===== src/rtl/ysyx_25020047_lsu_pkg.sv =====
// Shared definitions for the ysyx_25020047 load/store unit: funct3 codes,
// FSM state encoding and the default memory-acknowledge timeout.
package ysyx_25020047_pkg;

    localparam logic [2:0] F3_B  = 3'b000;
    localparam logic [2:0] F3_H  = 3'b001;
    localparam logic [2:0] F3_W  = 3'b010;
    localparam logic [2:0] F3_BU = 3'b100;
    localparam logic [2:0] F3_HU = 3'b101;

    localparam int unsigned LSU_TIMEOUT_DEFAULT = 255;

    typedef enum logic [1:0] {
        ST_IDLE = 2'd0,
        ST_REQ  = 2'd1,
        ST_RESP = 2'd2
    } lsu_state_e;

    function automatic logic f3_legal(input logic [2:0] f3);
        return (f3 == F3_B) || (f3 == F3_H) || (f3 == F3_W) ||
               (f3 == F3_BU) || (f3 == F3_HU);
    endfunction

endpackage


===== src/rtl/ysyx_25020047_lsu_if.sv =====
// Data-memory request/acknowledge bus between the LSU (master) and memory (slave).
interface ysyx_25020047_lsu_if;

    logic        mem_req;
    logic        mem_we;
    logic [31:0] mem_addr;
    logic [31:0] mem_wdata;
    logic [3:0]  mem_wmask;
    logic        mem_ack;
    logic [31:0] mem_rdata;

    modport master (
        output mem_req, mem_we, mem_addr, mem_wdata, mem_wmask,
        input  mem_ack, mem_rdata
    );

    modport slave (
        input  mem_req, mem_we, mem_addr, mem_wdata, mem_wmask,
        output mem_ack, mem_rdata
    );

endinterface


===== src/rtl/ysyx_25020047_lsu_align.sv =====
// Combinational byte-lane logic: store shift/mask and misalign detection on the
// incoming operation, load shift/extend on the latched operation.
module ysyx_25020047_lsu_align
    import ysyx_25020047_pkg::*;
(
    input  logic [2:0]  st_funct3_i,
    input  logic [1:0]  st_off_i,
    input  logic [31:0] st_wdata_i,
    output logic [31:0] st_wdata_o,
    output logic [3:0]  st_wmask_o,
    output logic        misalign_o,
    output logic        f3_illegal_o,

    input  logic [2:0]  ld_funct3_i,
    input  logic [1:0]  ld_off_i,
    input  logic [31:0] ld_rdata_i,
    output logic [31:0] ld_data_o
);

    logic        is_b;
    logic        is_h;
    logic        is_w;
    logic [31:0] rd_shift;

    // Unsigned variants share the access size of their signed counterparts.
    assign is_b = (st_funct3_i[1:0] == 2'b00);
    assign is_h = (st_funct3_i[1:0] == 2'b01);
    assign is_w = (st_funct3_i[1:0] == 2'b10);

    assign st_wdata_o   = st_wdata_i << {st_off_i, 3'b000};
    assign misalign_o   = (is_h & st_off_i[0]) | (is_w & (st_off_i != 2'b00));
    assign f3_illegal_o = ~f3_legal(st_funct3_i);

    genvar gi;
    generate
        for (gi = 0; gi < 4; gi++) begin : g_lane
            assign st_wmask_o[gi] = is_w
                | ((is_b | is_h) & ({1'b0, st_off_i} == 3'(gi)))
                | (is_h & (({1'b0, st_off_i} + 3'd1) == 3'(gi)));
        end
    endgenerate

    always_comb begin
        rd_shift  = ld_rdata_i >> {ld_off_i, 3'b000};
        ld_data_o = '0;
        case (ld_funct3_i)
            F3_B:    ld_data_o = {{24{rd_shift[7]}}, rd_shift[7:0]};
            F3_H:    ld_data_o = {{16{rd_shift[15]}}, rd_shift[15:0]};
            F3_W:    ld_data_o = rd_shift;
            F3_BU:   ld_data_o = {24'b0, rd_shift[7:0]};
            F3_HU:   ld_data_o = {16'b0, rd_shift[15:0]};
            default: ld_data_o = '0;
        endcase
    end

endmodule


===== src/rtl/ysyx_25020047_lsu.sv =====
// Load/store unit: one memory operation at a time from execute, req/ack on the
// data-memory bus, aligned load data handed to write-back via valid/ready.
module ysyx_25020047_lsu
    import ysyx_25020047_pkg::*;
#(
    parameter int unsigned TIMEOUT = LSU_TIMEOUT_DEFAULT
) (
    input  logic        clk,
    input  logic        rst,

    input  logic        in_valid_i,
    output logic        in_ready_o,
    input  logic        ren_i,
    input  logic        wen_i,
    input  logic [2:0]  funct3_i,
    input  logic [31:0] addr_i,
    input  logic [31:0] wdata_i,

    output logic        out_valid_o,
    input  logic        out_ready_i,
    output logic [31:0] memdata_o,
    output logic        err_o,

    ysyx_25020047_lsu_if.master mem
);

    localparam int unsigned        CNT_W    = $clog2(TIMEOUT + 1);
    localparam logic [CNT_W-1:0]   CNT_LAST = CNT_W'(TIMEOUT - 1);

    lsu_state_e state_q, state_d;

    logic             mem_req_q;
    logic             mem_we_q;
    logic [31:0]      mem_addr_q;
    logic [31:0]      mem_wdata_q;
    logic [3:0]       mem_wmask_q;
    logic [31:0]      memdata_q;
    logic             err_q;
    logic [CNT_W-1:0] cnt_q;
    logic [2:0]       ld_f3_q;
    logic [1:0]       ld_off_q;

    logic [31:0] lane_wdata;
    logic [3:0]  lane_wmask;
    logic        lane_misalign;
    logic        lane_illegal;
    logic [31:0] lane_ldata;

    logic accept;
    logic go_req;
    logic timeout_hit;

    ysyx_25020047_lsu_align u_align (
        .st_funct3_i  (funct3_i),
        .st_off_i     (addr_i[1:0]),
        .st_wdata_i   (wdata_i),
        .st_wdata_o   (lane_wdata),
        .st_wmask_o   (lane_wmask),
        .misalign_o   (lane_misalign),
        .f3_illegal_o (lane_illegal),
        .ld_funct3_i  (ld_f3_q),
        .ld_off_i     (ld_off_q),
        .ld_rdata_i   (mem.mem_rdata),
        .ld_data_o    (lane_ldata)
    );

    assign accept      = in_valid_i && (state_q == ST_IDLE);
    assign go_req      = (ren_i ^ wen_i) && !lane_illegal && !lane_misalign;
    // Counter holds the number of REQ cycles already spent without ack, so the
    // request is abandoned after exactly TIMEOUT cycles on the bus.
    assign timeout_hit = (cnt_q == CNT_LAST);

    always_ff @(posedge clk or posedge rst) begin
        if (rst) begin
            state_q <= ST_IDLE;
        end else begin
            state_q <= state_d;
        end
    end

    always_comb begin
        state_d = state_q;
        case (state_q)
            ST_IDLE: begin
                if (accept) begin
                    state_d = go_req ? ST_REQ : ST_RESP;
                end
            end
            ST_REQ: begin
                if (mem.mem_ack || timeout_hit) begin
                    state_d = ST_RESP;
                end
            end
            ST_RESP: begin
                if (out_ready_i) begin
                    state_d = ST_IDLE;
                end
            end
            default: state_d = ST_IDLE;
        endcase
    end

    always_comb begin
        in_ready_o  = (state_q == ST_IDLE);
        out_valid_o = (state_q == ST_RESP);
    end

    always_ff @(posedge clk or posedge rst) begin
        if (rst) begin
            mem_req_q   <= 1'b0;
            mem_we_q    <= 1'b0;
            mem_addr_q  <= '0;
            mem_wdata_q <= '0;
            mem_wmask_q <= '0;
            memdata_q   <= '0;
            err_q       <= 1'b0;
            cnt_q       <= '0;
            ld_f3_q     <= '0;
            ld_off_q    <= '0;
        end else begin
            case (state_q)
                ST_IDLE: begin
                    if (accept) begin
                        ld_f3_q   <= funct3_i;
                        ld_off_q  <= addr_i[1:0];
                        memdata_q <= '0;
                        if (go_req) begin
                            mem_req_q   <= 1'b1;
                            mem_we_q    <= wen_i;
                            mem_addr_q  <= {addr_i[31:2], 2'b00};
                            mem_wdata_q <= wen_i ? lane_wdata : '0;
                            mem_wmask_q <= wen_i ? lane_wmask : '0;
                            cnt_q       <= '0;
                            err_q       <= 1'b0;
                        end else begin
                            // Any memory-flavoured op that cannot be issued is an error;
                            // a plain non-memory op is not.
                            err_q <= ren_i | wen_i;
                        end
                    end
                end
                ST_REQ: begin
                    if (mem.mem_ack) begin
                        mem_req_q <= 1'b0;
                        memdata_q <= mem_we_q ? '0 : lane_ldata;
                        err_q     <= 1'b0;
                    end else if (timeout_hit) begin
                        mem_req_q <= 1'b0;
                        memdata_q <= '0;
                        err_q     <= 1'b1;
                    end else begin
                        cnt_q <= cnt_q + 1'b1;
                    end
                end
                default: ;
            endcase
        end
    end

    assign mem.mem_req   = mem_req_q;
    assign mem.mem_we    = mem_we_q;
    assign mem.mem_addr  = mem_addr_q;
    assign mem.mem_wdata = mem_wdata_q;
    assign mem.mem_wmask = mem_wmask_q;
    assign memdata_o     = memdata_q;
    assign err_o         = err_q;

endmodule

===== src/flat_wrapper.sv =====
// flat-port wrapper written by rule: the top's interface ports become plain ports
module ysyx_25020047_lsu_flat import ysyx_25020047_pkg::*;
#(
    parameter int unsigned TIMEOUT = LSU_TIMEOUT_DEFAULT
)
  (clk, rst, in_valid_i, in_ready_o, ren_i, wen_i, funct3_i, addr_i, wdata_i, out_valid_o, out_ready_i, memdata_o, err_o, mem_mem_req, mem_mem_we, mem_mem_addr, mem_mem_wdata, mem_mem_wmask, mem_mem_ack, mem_mem_rdata);
  ysyx_25020047_lsu_if mem_i ();
  input  logic clk;
  input  logic rst;
  input  logic in_valid_i;
  output logic in_ready_o;
  input  logic ren_i;
  input  logic wen_i;
  input  logic [2:0] funct3_i;
  input  logic [31:0] addr_i;
  input  logic [31:0] wdata_i;
  output logic out_valid_o;
  input  logic out_ready_i;
  output logic [31:0] memdata_o;
  output logic err_o;
  output wire logic [$bits(mem_i.mem_req)-1:0] mem_mem_req;
  output wire logic [$bits(mem_i.mem_we)-1:0] mem_mem_we;
  output wire logic [$bits(mem_i.mem_addr)-1:0] mem_mem_addr;
  output wire logic [$bits(mem_i.mem_wdata)-1:0] mem_mem_wdata;
  output wire logic [$bits(mem_i.mem_wmask)-1:0] mem_mem_wmask;
  input wire logic [$bits(mem_i.mem_ack)-1:0] mem_mem_ack;
  input wire logic [$bits(mem_i.mem_rdata)-1:0] mem_mem_rdata;
  assign mem_mem_req = mem_i.mem_req;
  assign mem_mem_we = mem_i.mem_we;
  assign mem_mem_addr = mem_i.mem_addr;
  assign mem_mem_wdata = mem_i.mem_wdata;
  assign mem_mem_wmask = mem_i.mem_wmask;
  assign mem_i.mem_ack = mem_mem_ack;
  assign mem_i.mem_rdata = mem_mem_rdata;
  ysyx_25020047_lsu #(.TIMEOUT(TIMEOUT)) u_core (.clk(clk), .rst(rst), .in_valid_i(in_valid_i), .in_ready_o(in_ready_o), .ren_i(ren_i), .wen_i(wen_i), .funct3_i(funct3_i), .addr_i(addr_i), .wdata_i(wdata_i), .out_valid_o(out_valid_o), .out_ready_i(out_ready_i), .memdata_o(memdata_o), .err_o(err_o), .mem(mem_i));
endmodule

===== config.mk =====
export PLATFORM = sky130hd
export DESIGN_NAME = ysyx_25020047_lsu_flat
export DESIGN_NICKNAME = d
export VERILOG_FILES = /design/src/rtl/ysyx_25020047_lsu_pkg.sv /design/src/rtl/ysyx_25020047_lsu_if.sv /design/src/rtl/ysyx_25020047_lsu_align.sv /design/src/rtl/ysyx_25020047_lsu.sv /design/src/flat_wrapper.sv
export SDC_FILE = /design/constraint.sdc
export NUM_CORES = 1
export LEC_CHECK = 0
export CAP_MARGIN = 10
export CORE_ASPECT_RATIO = 0.7
export CORE_UTILIZATION = 41
export DETAILED_ROUTE_END_ITERATION = 10
export PLACE_DENSITY_LB_ADDON = 0.1
export SETUP_SLACK_MARGIN = 0.15
export SYNTH_ARGS = -nofsm -noshare
export SYNTH_HDL_FRONTEND = slang
export SYNTH_SLANG_ARGS = --single-unit

===== constraint.sdc =====
create_clock -name clk -period 3.9 [get_ports clk]
set_input_delay 0.78 -clock clk [delete_from_list [all_inputs] [get_ports clk]]
set_output_delay 0.78 -clock clk [all_outputs]
set_load 0.1 [all_outputs]

==> results of run 1 <==
## registers in the layout (all words and copies together), names as in the netlist
signal and count:
u_core.state_q 2, u_core.memdata_o 32, u_core.ld_off_q 2, u_core.err_o 1
u_core.mem.mem_wdata 32, u_core.cnt_q 8, u_core.mem.mem_req 1, u_core.mem.mem_addr 30
u_core.mem.mem_wmask 4, u_core.ld_f3_q 3, u_core.mem.mem_we 1
## cell families (layout without fill, tap and decap cells)
family | count (synthesis) | in the layout | share of synthesized area
AND/OR/NAND/NOR | 258 | 258 | 0.196
AO/OA/AOI/OAI | 132 | 132 | 0.160
flip-flops | 116 | 116 | 0.503
buffers and inverters | 57 | 263 | 0.0440
multiplexers | 49 | 49 | 0.0898
adder cells (fa/ha/maj) | 3 | 3 | 0.00651
other | 1 | 2 | 0.000650
## metal layers
layer	routed length (um)	vias up	GRT usage
met3	1470	15	0.0865
met1	8170	2583	0.359
li1	-	2524	-
met4	183	0	0.0687
met2	7940	185	0.379
met5	0	-	0
## power breakdown
group / total (mW) / leakage (nW) / internal (mW) / switching (mW)
clock: 1.68 / 0.302 / 1.08 / 0.597
sequential: 1.81 / 1.54 / 1.56 / 0.255
combinational: 4.27 / 2.09 / 1.00 / 3.26
## cell type report
type	count	area [sq um]
well taps	185	231
flip-flops and latches	116	2900
inverters	11	45.0
multi-input cells	444	2620
fillers	1107	4830
repair buffers	220	2180
clock inverters	14	201
clock buffers	18	429
## synthesized netlist by cell type, types with 2 or more instances
cell / instances / area [sq um]
a32o_1: 7 / 70.1
and2_1: 3 / 18.8
dfrtp_1: 116 / 2900
a21oi_1: 25 / 125
o22ai_1: 2 / 12.5
nor2b_1: 15 / 93.8
nand2_1: 175 / 657
nand3b_1: 2 / 15.0
o31ai_1: 15 / 113
mux2i_1: 36 / 360
ha_1: 3 / 37.5
or3_1: 3 / 18.8
inv_1: 11 / 41.3
nor4_1: 2 / 12.5
o2bb2ai_1: 2 / 17.5
mux2_2: 12 / 135
a211o_1: 15 / 131
a221o_1: 8 / 80.1
or4_1: 2 / 15.0
buf_4: 5 / 37.5
nor2_1: 27 / 101
buf_1: 6 / 22.5
o21a_1: 2 / 15.0
and3_1: 2 / 12.5
nor3_1: 3 / 15.0
a21o_1: 2 / 15.0
buf_2: 11 / 55.1
o21ai_0: 45 / 225
nand3_1: 13 / 65.1
or2_2: 2 / 12.5
a2bb2oi_1: 2 / 17.5
clkbuf_1: 23 / 86.3
## final timing paths
path	start	end	depth (start not counted)
max	u_core.state_q[0]	in_ready_o	2
min	u_core.mem.mem_wdata[4]	u_core.mem.mem_wdata[4]	2
max reg2reg	u_core.cnt_q[0]	u_core.cnt_q[2]	7
min reg2reg	u_core.mem.mem_wdata[4]	u_core.mem.mem_wdata[4]	2
max in group asynchronous	rst	u_core.cnt_q[3]	3
min in group asynchronous	rst	u_core.mem.mem_we	2
## critical path: stages, from the launching register on
cell	delay [ps]
dfrtp_1	490
nor2_1	180
clkdlybuf4s50_1	1150
## through the flow
stage / instance area [sq um] / setup WS (ps) / std cells / hold WS (ps)
floorplan: 5780 / 882 / 617 / 505
global placement: 7980 / 837 / 976 / 455
detailed placement: 7980 / 763 / 976 / 462
CTS: 8610 / 870 / 1008 / 476
global route: 8610 / 817 / 1008 / 489
finish: 8610 / 891 / 1008 / 469
==> summary.md, run 1 <==
| Metric | Value |
|---|---|
| Buffer levels on the longest clock path | 2 |
| Die width | 144 um |
| Number of synthesized flops with an enable pin | 0 |
| Commonest non-fill, non-tap cell in the layout | clkdlybuf4s50_1 |
| Rows | 35 |
| Most frequent cells in the layout | clkdlybuf4s50_1, nand2_1, dfrtp_1 |
| Syn Inst Count | 616 |
| CTS sink count | 116 |
| Final setup fails | 0 |
| Worst Path Required | 3120 ps |
| Nets@finish | 919 |
| R2R Setup Slk | 1480 ps |
| Post-synth top flop | dfrtp_1 |
| Leak | 3.92 nW |
| Final Cycle Share | 0.772 |
| Mapped Avg Cell Area | 9.37 sq um |
| CORE AREA | 0.0134 sq mm |
| Sequential area share after synthesis | 0.503 |
| Setup CP Type | reg2out |
| Syn-to-layout area delta | 49.2% |
| Worst Skew | 12.8 ps |
| Die Y | 101 um |
| Worst setup SP type | flip-flop |
| GR Overflow Total | 0 |
| Initial DRC Count | 240 |
| Max-slew violations | 0 |
| Number of port buffers | 208 |
| Synth async-reset ratio | 1.00 |
| Total power draw | 7.76 mW |
| WL per Instance | 17.6 um |
| Slew headroom | 0.291 |
| Top Ports | 211 |
| Distinct cells, synth | 51 |
| Post_cts resized | 0 |
| Synth Register Bits | 116 |
| N_diodes | 0 |
| Clock Pin Slew Worst Setup and Hold Paths | 60 ps |
| Max Freq | 332 MHz |
| Root Driver | clkbuf_16 |
| Cell Area, Synth | 0.00577 sq mm |
| Worst-Margin Slew | 1060 ps |
| Post-CTS setup buffer count | 0 |
| DRT antenna net count | 0 |
| Vias in the first global route | 5262 |
| Critical Path Fanout Max | 10 |
| Final hold vios | 0 |
| Share of cells above drive strength 1 | 0.0826 |
| Pre-Repair DR Iteration Count | 5 |
| Max_cap viols | 0 |
| Worst path arrival time | 2230 ps |
| Via count | 5307 |
| Min Tclk post-route | 3010 ps |
| H-tree depth | 4 |
| Sum Neg Setup Slack | 0 ps |
| Hpwl dp | 12.7 mm |
| Worst skew pair latency | 420 ps |
| Hold WC Path Type | reg2reg |
| Routability Congestion | 0.834 |
| DRC viols | 0 |
| Synth Warn # | 0 |
| Unrepaired setup endpoints after global routing | false |
| Hold-fix buffers, CTS | 0 |
| Num CTS Buffers | 17 |
| CTS tree | done |
| Crit end category | primary output |
| Vias/cell | 5.26 |
| Largest net degree at the start of global routing | 89 |
| GRT Total Usage | 0.256 |
| Initial antenna violation count | 0 |
| Initial core utilization | 0.429 |
| Global-route wire length before repair | 28.2 mm |
| Pwr dens | 901 mW/mm^2 |
| WL final | 17.8 mm |
| Utilization after layout | 0.641 |
| Worst vdd ir | 0.763 mV |
| Die ar. | 0.0146 sq mm |
| Outcome | completed |
(Power assumes the default switching activity.)
==> run 2, diff against run 1 <==
==> constraint.sdc (replaced) <==
create_clock -name clk -period 2.55 [get_ports clk]
set_input_delay 0.51 -clock clk [delete_from_list [all_inputs] [get_ports clk]]
set_output_delay 0.51 -clock clk [all_outputs]
set_load 0.1 [all_outputs]
==> run 2 against run 1 <==
Net effect: clock power increased by 56%; die area unchanged; total power grew 52%; via count barely moved; register-to-register slack worse by 1100 ps; largest power group unchanged; combinational power increased by 50%; first-iteration DRC count grew 30%; cell count is 1.5% higher; non-clock buffer count is 15 higher; global-route usage down 0.88 points; hold slack improved by 4.4 ps; highest routed layer unchanged.
==> summary.md, run 2 (synthesis results as in run 1) <==
| Metric | Value |
|---|---|
| Outcome | completed |
| Die ar. | 0.0146 sq mm (unchanged) |
| Hold_sp | u_core.mem.mem_addr[27] |
| Clock Pin Slew Worst Setup and Hold Paths | 50 ps (about the same) |
| Sum Neg Setup Slack | 0 ps (unchanged) |
| Worst path arrival time | 2490 ps (+260 ps) |
| Family with the most delay on the worst path | simple AND/OR/NAND/NOR gates |
| CTS sink count | 116 (unchanged) |
| Largest net degree at the start of global routing | 48 (-46%) |
| Initial DRC Count | 311 (+30%) |
| Crit end category | flip-flop |
| Num CTS Buffers | 17 (unchanged) |
| GR Overflow Total | 0 (unchanged) |
| Worst Skew | 13.5 ps (+0.686 ps) |
| Vias/cell | 5.18 (-1.5%) |
| Worst r2r dst | u_core.cnt_q[4] |
| Crit path to | u_core.cnt_q[4] |
| Initial core utilization | 0.429 (unchanged) |
| Final Cycle Share | 0.852 |
| Hpwl dp | 12.8 mm (+1.0%) |
| H-tree depth | 4 (unchanged) |
| Global-route wire length before repair | 27.4 mm (-2.8%) |
| Unrepaired setup endpoints after global routing | false |
| Commonest non-fill, non-tap cell in the layout | nand2_1 |
| Crit path cell chain | clkdlybuf4s50_1, inv_1, ha_1, nor2_1, a221oi_4, nand3_4, or4_1, a21oi_1 |
| Via count | 5303 (-0.075%) |
| Critical Path Fanout Max | 6 (-4) |
| Worst vdd ir | 1.23 mV (+61%) |
| Buffer levels on the longest clock path | 2 (unchanged) |
| Top Ports | 211 (unchanged) |
| Leak | 4.20 nW (+7.0%) |
| Slew headroom | 0.434 (+0.143) |
| R2R Setup Slk | 420 ps (-1060 ps) |
| Hold WC Path Type | reg2reg |
| CTS tree | done |
| Worst-Margin Slew | 842 ps (-218 ps) |
| Max-slew violations | 0 (unchanged) |
| CORE AREA | 0.0134 sq mm (unchanged) |
| GRT Total Usage | 0.247 (-0.00882) |
| Worst stage delay on the critical path | 470 ps (-680 ps) |
| Pwr dens | 1380 mW/mm^2 (+53%) |
| DRT antenna net count | 0 (unchanged) |
| Initial antenna violation count | 0 (unchanged) |
| Max_cap viols | 0 (unchanged) |
| CP Launch Point | wen_i |
| Worst setup SP type | input pin |
| Final setup fails | 0 (unchanged) |
| Die width | 144 um (unchanged) |
| FF-to-FF Start | u_core.cnt_q[0] |
| N_diodes | 0 (unchanged) |
| Max Freq | 460 MHz |
| Root Driver | clkbuf_16 |
| DRC viols | 0 (unchanged) |
| Worst Path Required | 2870 ps (-250 ps) |
| Rows | 35 (unchanged) |
| Post_cts resized | 0 (unchanged) |
| Syn-to-layout area delta | 48.5% |
| Worst path depth | 8 (+6) |
| R2r worst-path depth | 8 (+1) |
| Min Tclk post-route | 2170 ps |
| Share of cells above drive strength 1 | 0.221 (+0.138) |
| Worst Path Buf+Inv | 2 (+1) |
| Most frequent cells in the layout | nand2_1, buf_4, dfrtp_1 |
| Setup CP Type | in2reg |
| Hold Path Depth | 2 (unchanged) |
| Post-CTS setup buffer count | 0 (unchanged) |
| Worst skew pair latency | 410 ps (about the same) |
| CP max-delay cell | clkdlybuf4s50_1 |
| Die Y | 101 um (unchanged) |
| Final hold vios | 0 (unchanged) |
| Nets@finish | 934 (+1.6%) |
| Pre-Repair DR Iteration Count | 5 (unchanged) |
| Routability Congestion | 0.875 (+4.9%) |
| Utilization after layout | 0.638 (-0.00298) |
| Hold-fix buffers, CTS | 0 (unchanged) |
| WL per Instance | 17.1 um (-3.2%) |
| Number of port buffers | 208 (unchanged) |
| Vias in the first global route | 5147 (-2.2%) |
| WL final | 17.5 mm (-1.8%) |
## run 2: per-layer routing
layer / routed length (um) / track usage
met1: 8160 / 0.345
met2: 7710 / 0.365
met3: 1360 / 0.0804
met4: 220 / 0.0761
met5: 0 / 0
## run 2: tightest hold or removal path, delay by kind of cell, from the launching register on
family        cells  cell delay, ps
simple gates      2             100
flops             1             340
## run 2: final cells by class
cell class | count | area [sq um]
fillers | 1123 | 4870
flip-flops and latches | 116 | 2900
multi-input cells | 444 | 2630
repair buffers | 235 | 2110
clock buffers | 20 | 447
well taps | 185 | 231
clock inverters | 12 | 204
inverters | 11 | 45.0
## run 2: through the flow
step           hold slack, ps  power, mW  cells  setup slack [ps]  area [sq um]
3_5_place_dp              464       9.22    991             -20.4          7920
5_1_grt                   497       12.3   1023               260          8570
6_report                  473       11.8   1023               378          8570
4_1_cts                   480       11.9   1023               387          8570
2_1_floorplan             505       7.68    617               175          5790
3_3_place_gp              460       9.14    991              67.4          7920
## run 2: worst min path at each step
| stage | endpoint | slack [ps] |
|---|---|---|
| floorplan | u_core.cnt_q[7] | 510 |
| global placement | u_core.mem.mem_wdata[1] | 460 |
| detailed placement | u_core.mem.mem_addr[22] | 460 |
| CTS | u_core.mem.mem_addr[22] | 480 |
| global route | u_core.mem.mem_addr[29] | 500 |
| finish | u_core.mem.mem_addr[27] | 470 |
## run 2: power by group
group / switching, mW / internal [mW] / total, mW
Combinational: 4.99 / 1.42 / 6.41
Sequential: 0.408 / 2.39 / 2.79
Clock: 0.856 / 1.76 / 2.62
Total: 6.25 / 5.57 / 11.8
==> run 3, diff against run 2 <==
--- a/config.mk
+++ b/config.mk
@@ -5,9 +5,10 @@
 export SDC_FILE = /design/constraint.sdc
 export NUM_CORES = 1
 export LEC_CHECK = 0
+export ABC_CLOCK_PERIOD_IN_PS = 2300
 export CAP_MARGIN = 10
 export CORE_ASPECT_RATIO = 0.7
-export CORE_UTILIZATION = 41
+export CORE_UTILIZATION = 45
 export DETAILED_ROUTE_END_ITERATION = 10
 export PLACE_DENSITY_LB_ADDON = 0.1
 export SETUP_SLACK_MARGIN = 0.15
==> constraint.sdc (replaced) <==
create_clock -name clk -period 2.3 [get_ports clk]
set_input_delay 0.46 -clock clk [delete_from_list [all_inputs] [get_ports clk]]
set_output_delay 0.46 -clock clk [all_outputs]
set_load 0.1 [all_outputs]
==> run 3 against run 2 <==
Net effect: register-to-register slack lost 180 ps; total power grew 9.7%; largest power group unchanged; combinational power grew 12%; critical path type unchanged; non-clock buffer count grew 9; global-route usage grew 2.3 points; clock power grew 3%; hold slack lost 74 ps; sequential power grew 10%; highest routed layer unchanged; worst setup slack lost 180 ps.
==> summary.md, run 3 (synthesis results as in run 1) <==
| Metric | Value |
|---|---|
| R2R Setup Slk | 240 ps (-180 ps) |
| Hpwl dp | 12.3 mm (-3.8%) |
| Crit path cell chain | clkdlybuf4s50_1, or3_4, a221oi_4, nand3_4, or4_4, a21oi_2 |
| CP Launch Point | funct3_i[2] |
| Nets@finish | 943 (+0.96%) |
| Final hold vios | 0 (unchanged) |
| Share of cells above drive strength 1 | 0.237 (+0.0165) |
| Largest net degree at the start of global routing | 54 (+13%) |
| GRT Total Usage | 0.270 (+0.0230) |
| Worst Path Required | 2630 ps (-240 ps) |
| Root Driver | clkbuf_16 |
| Multi-input gate area | 0.00265 sq mm (+0.95%) |
| FF-to-FF Start | u_core.state_q[1] |
| Num CTS Buffers | 17 (unchanged) |
| Initial core utilization | 0.463 (+0.0337) |
| Final Cycle Share | 0.914 |
| Number of fill cells in the layout | 942 (-16%) |
| Commonest non-fill, non-tap cell in the layout | nand2_1 |
| DRC viols | 0 (unchanged) |
| Placed Area | 0.00797 sq mm (+0.58%) |
| Max Freq | 476 MHz |
| Placed cells | 976 (-1.5%) |
| Worst stage delay on the critical path | 450 ps (-20 ps) |
| Register area | 0.00290 sq mm (unchanged) |
| Max-slew violations | 0 (unchanged) |
| Die width | 137 um (-4.5%) |
| Pwr dens | 1510 mW/mm^2 (+9.3%) |
| CP max-delay cell | clkdlybuf4s50_1 |
| DRT antenna net count | 0 (unchanged) |
| Rows | 34 (-2.9%) |
| Most frequent cells in the layout | nand2_1, buf_4, dfrtp_1 |
| Crit end category | flip-flop |
| Worst skew pair latency | 410 ps (about the same) |
| Syn-to-layout area delta | 49.1% |
| Initial antenna violation count | 0 (unchanged) |
| Setup CP Type | in2reg |
| WL final | 17.0 mm (-2.5%) |
| WL per Instance | 16.9 um (-1.2%) |
| Vias/cell | 5.28 (+1.9%) |
| Final Cell Area | 0.00860 sq mm (+0.38%) |
| Worst path arrival time | 2430 ps (-60 ps) |
| CTS tree | done |
| Clock Pin Slew Worst Setup and Hold Paths | 60 ps (about the same) |
| Utilization after layout | 0.690 (+0.0527) |
| Worst vdd ir | 1.43 mV (+16%) |
| Max_cap viols | 0 (unchanged) |
| Leak | 4.24 nW (+0.84%) |
| H-tree depth | 4 (unchanged) |
| Number of port buffers | 208 (unchanged) |
| Worst Skew | 8.43 ps (-5.02 ps) |
| Family with the most delay on the worst path | simple AND/OR/NAND/NOR gates |
| Via count | 5331 (+0.53%) |
| Buffer levels on the longest clock path | 2 (unchanged) |
| Outcome | completed |
| Routability Congestion | 0.851 (-2.8%) |
| Initial DRC Count | 267 (-14%) |
| Worst-Margin Slew | 517 ps (-325 ps) |
| CORE AREA | 0.0125 sq mm (-7.3%) |
| Unrepaired setup endpoints after global routing | false |
| Die ar. | 0.0133 sq mm (-8.7%) |
| Final setup fails | 0 (unchanged) |
| Worst Path Buf+Inv | 1 (-1) |
| Min Tclk post-route | 2100 ps |
| Slew headroom | 0.653 (+0.219) |
| Hold-fix buffers, CTS | 0 (unchanged) |
| Fin cells | 1009 (-1.4%) |
| Die Y | 96.7 um (-4.5%) |
| Critical Path Fanout Max | 5 (-1) |
| Hold WC Path Type | in2async |
| Pre-Repair DR Iteration Count | 5 (unchanged) |
| Global-route wire length before repair | 27.6 mm (+0.91%) |
| Worst setup SP type | input pin |
| Top Ports | 211 (unchanged) |
| CTS sink count | 116 (unchanged) |
| Vias in the first global route | 5398 (+4.9%) |
| N_diodes | 0 (unchanged) |
| GR Overflow Total | 0 (unchanged) |
| Sum Neg Setup Slack | 0 ps (unchanged) |
==> run 3: final cells by class <==
cell class                      instances  share of cell area
Sequential cell                       116               0.337
Multi-Input combinational cell        444               0.308
Timing Repair Buffer                  244               0.255
Clock buffer                           18              0.0499
Tap cell                              162              0.0236
Clock inverter                         14              0.0206
Inverter                               11             0.00523
==> run 3: worst paths after layout <==
check,endpoint,depth (start not counted)
min in group clk,u_core.mem.mem_wdata[3],2
worst min-delay path,u_core.mem.mem_wdata[31],2
worst min register to register,u_core.mem.mem_wdata[3],2
max in group asynchronous,u_core.memdata_o[9],3
worst max register to register,u_core.memdata_o[27],5
worst max-delay path,u_core.cnt_q[4],6
==> run 3: report_power, final <==
group / total, mW / leakage [nW] / switching (mW) / internal, mW
Sequential: 3.08 / 1.54 / 0.440 / 2.64
Combinational: 7.17 / 2.42 / 5.54 / 1.63
Clock: 2.71 / 0.284 / 0.995 / 1.72
Total: 13.0 / 4.24 / 6.98 / 5.99
==> run 3: stage by stage <==
stage               power [mW]  hold slack [ps]  worst slack (ps)
finish                    13.0              400               199
CTS                       13.0              393               203
global route              13.5              420               117
floorplan                 8.53              505               153
detailed placement        10.2              462              -194
global placement          10.2              457              -132
==> run 3: metal layers <==
layer / vias up / GRT usage / wire length (um)
met3: 21 / 0.0812 / 1240
met4: 0 / 0.0795 / 257
li1: 2560 / - / -
met5: - / 0 / 0
met2: 191 / 0.406 / 7650
met1: 2559 / 0.376 / 7870
==> run 3: what timing repair did <==
item	4_1_cts	5_1_grt
endpoints found under the setup margin	1	9
setup buffers	1	0
resized for setup	0	6
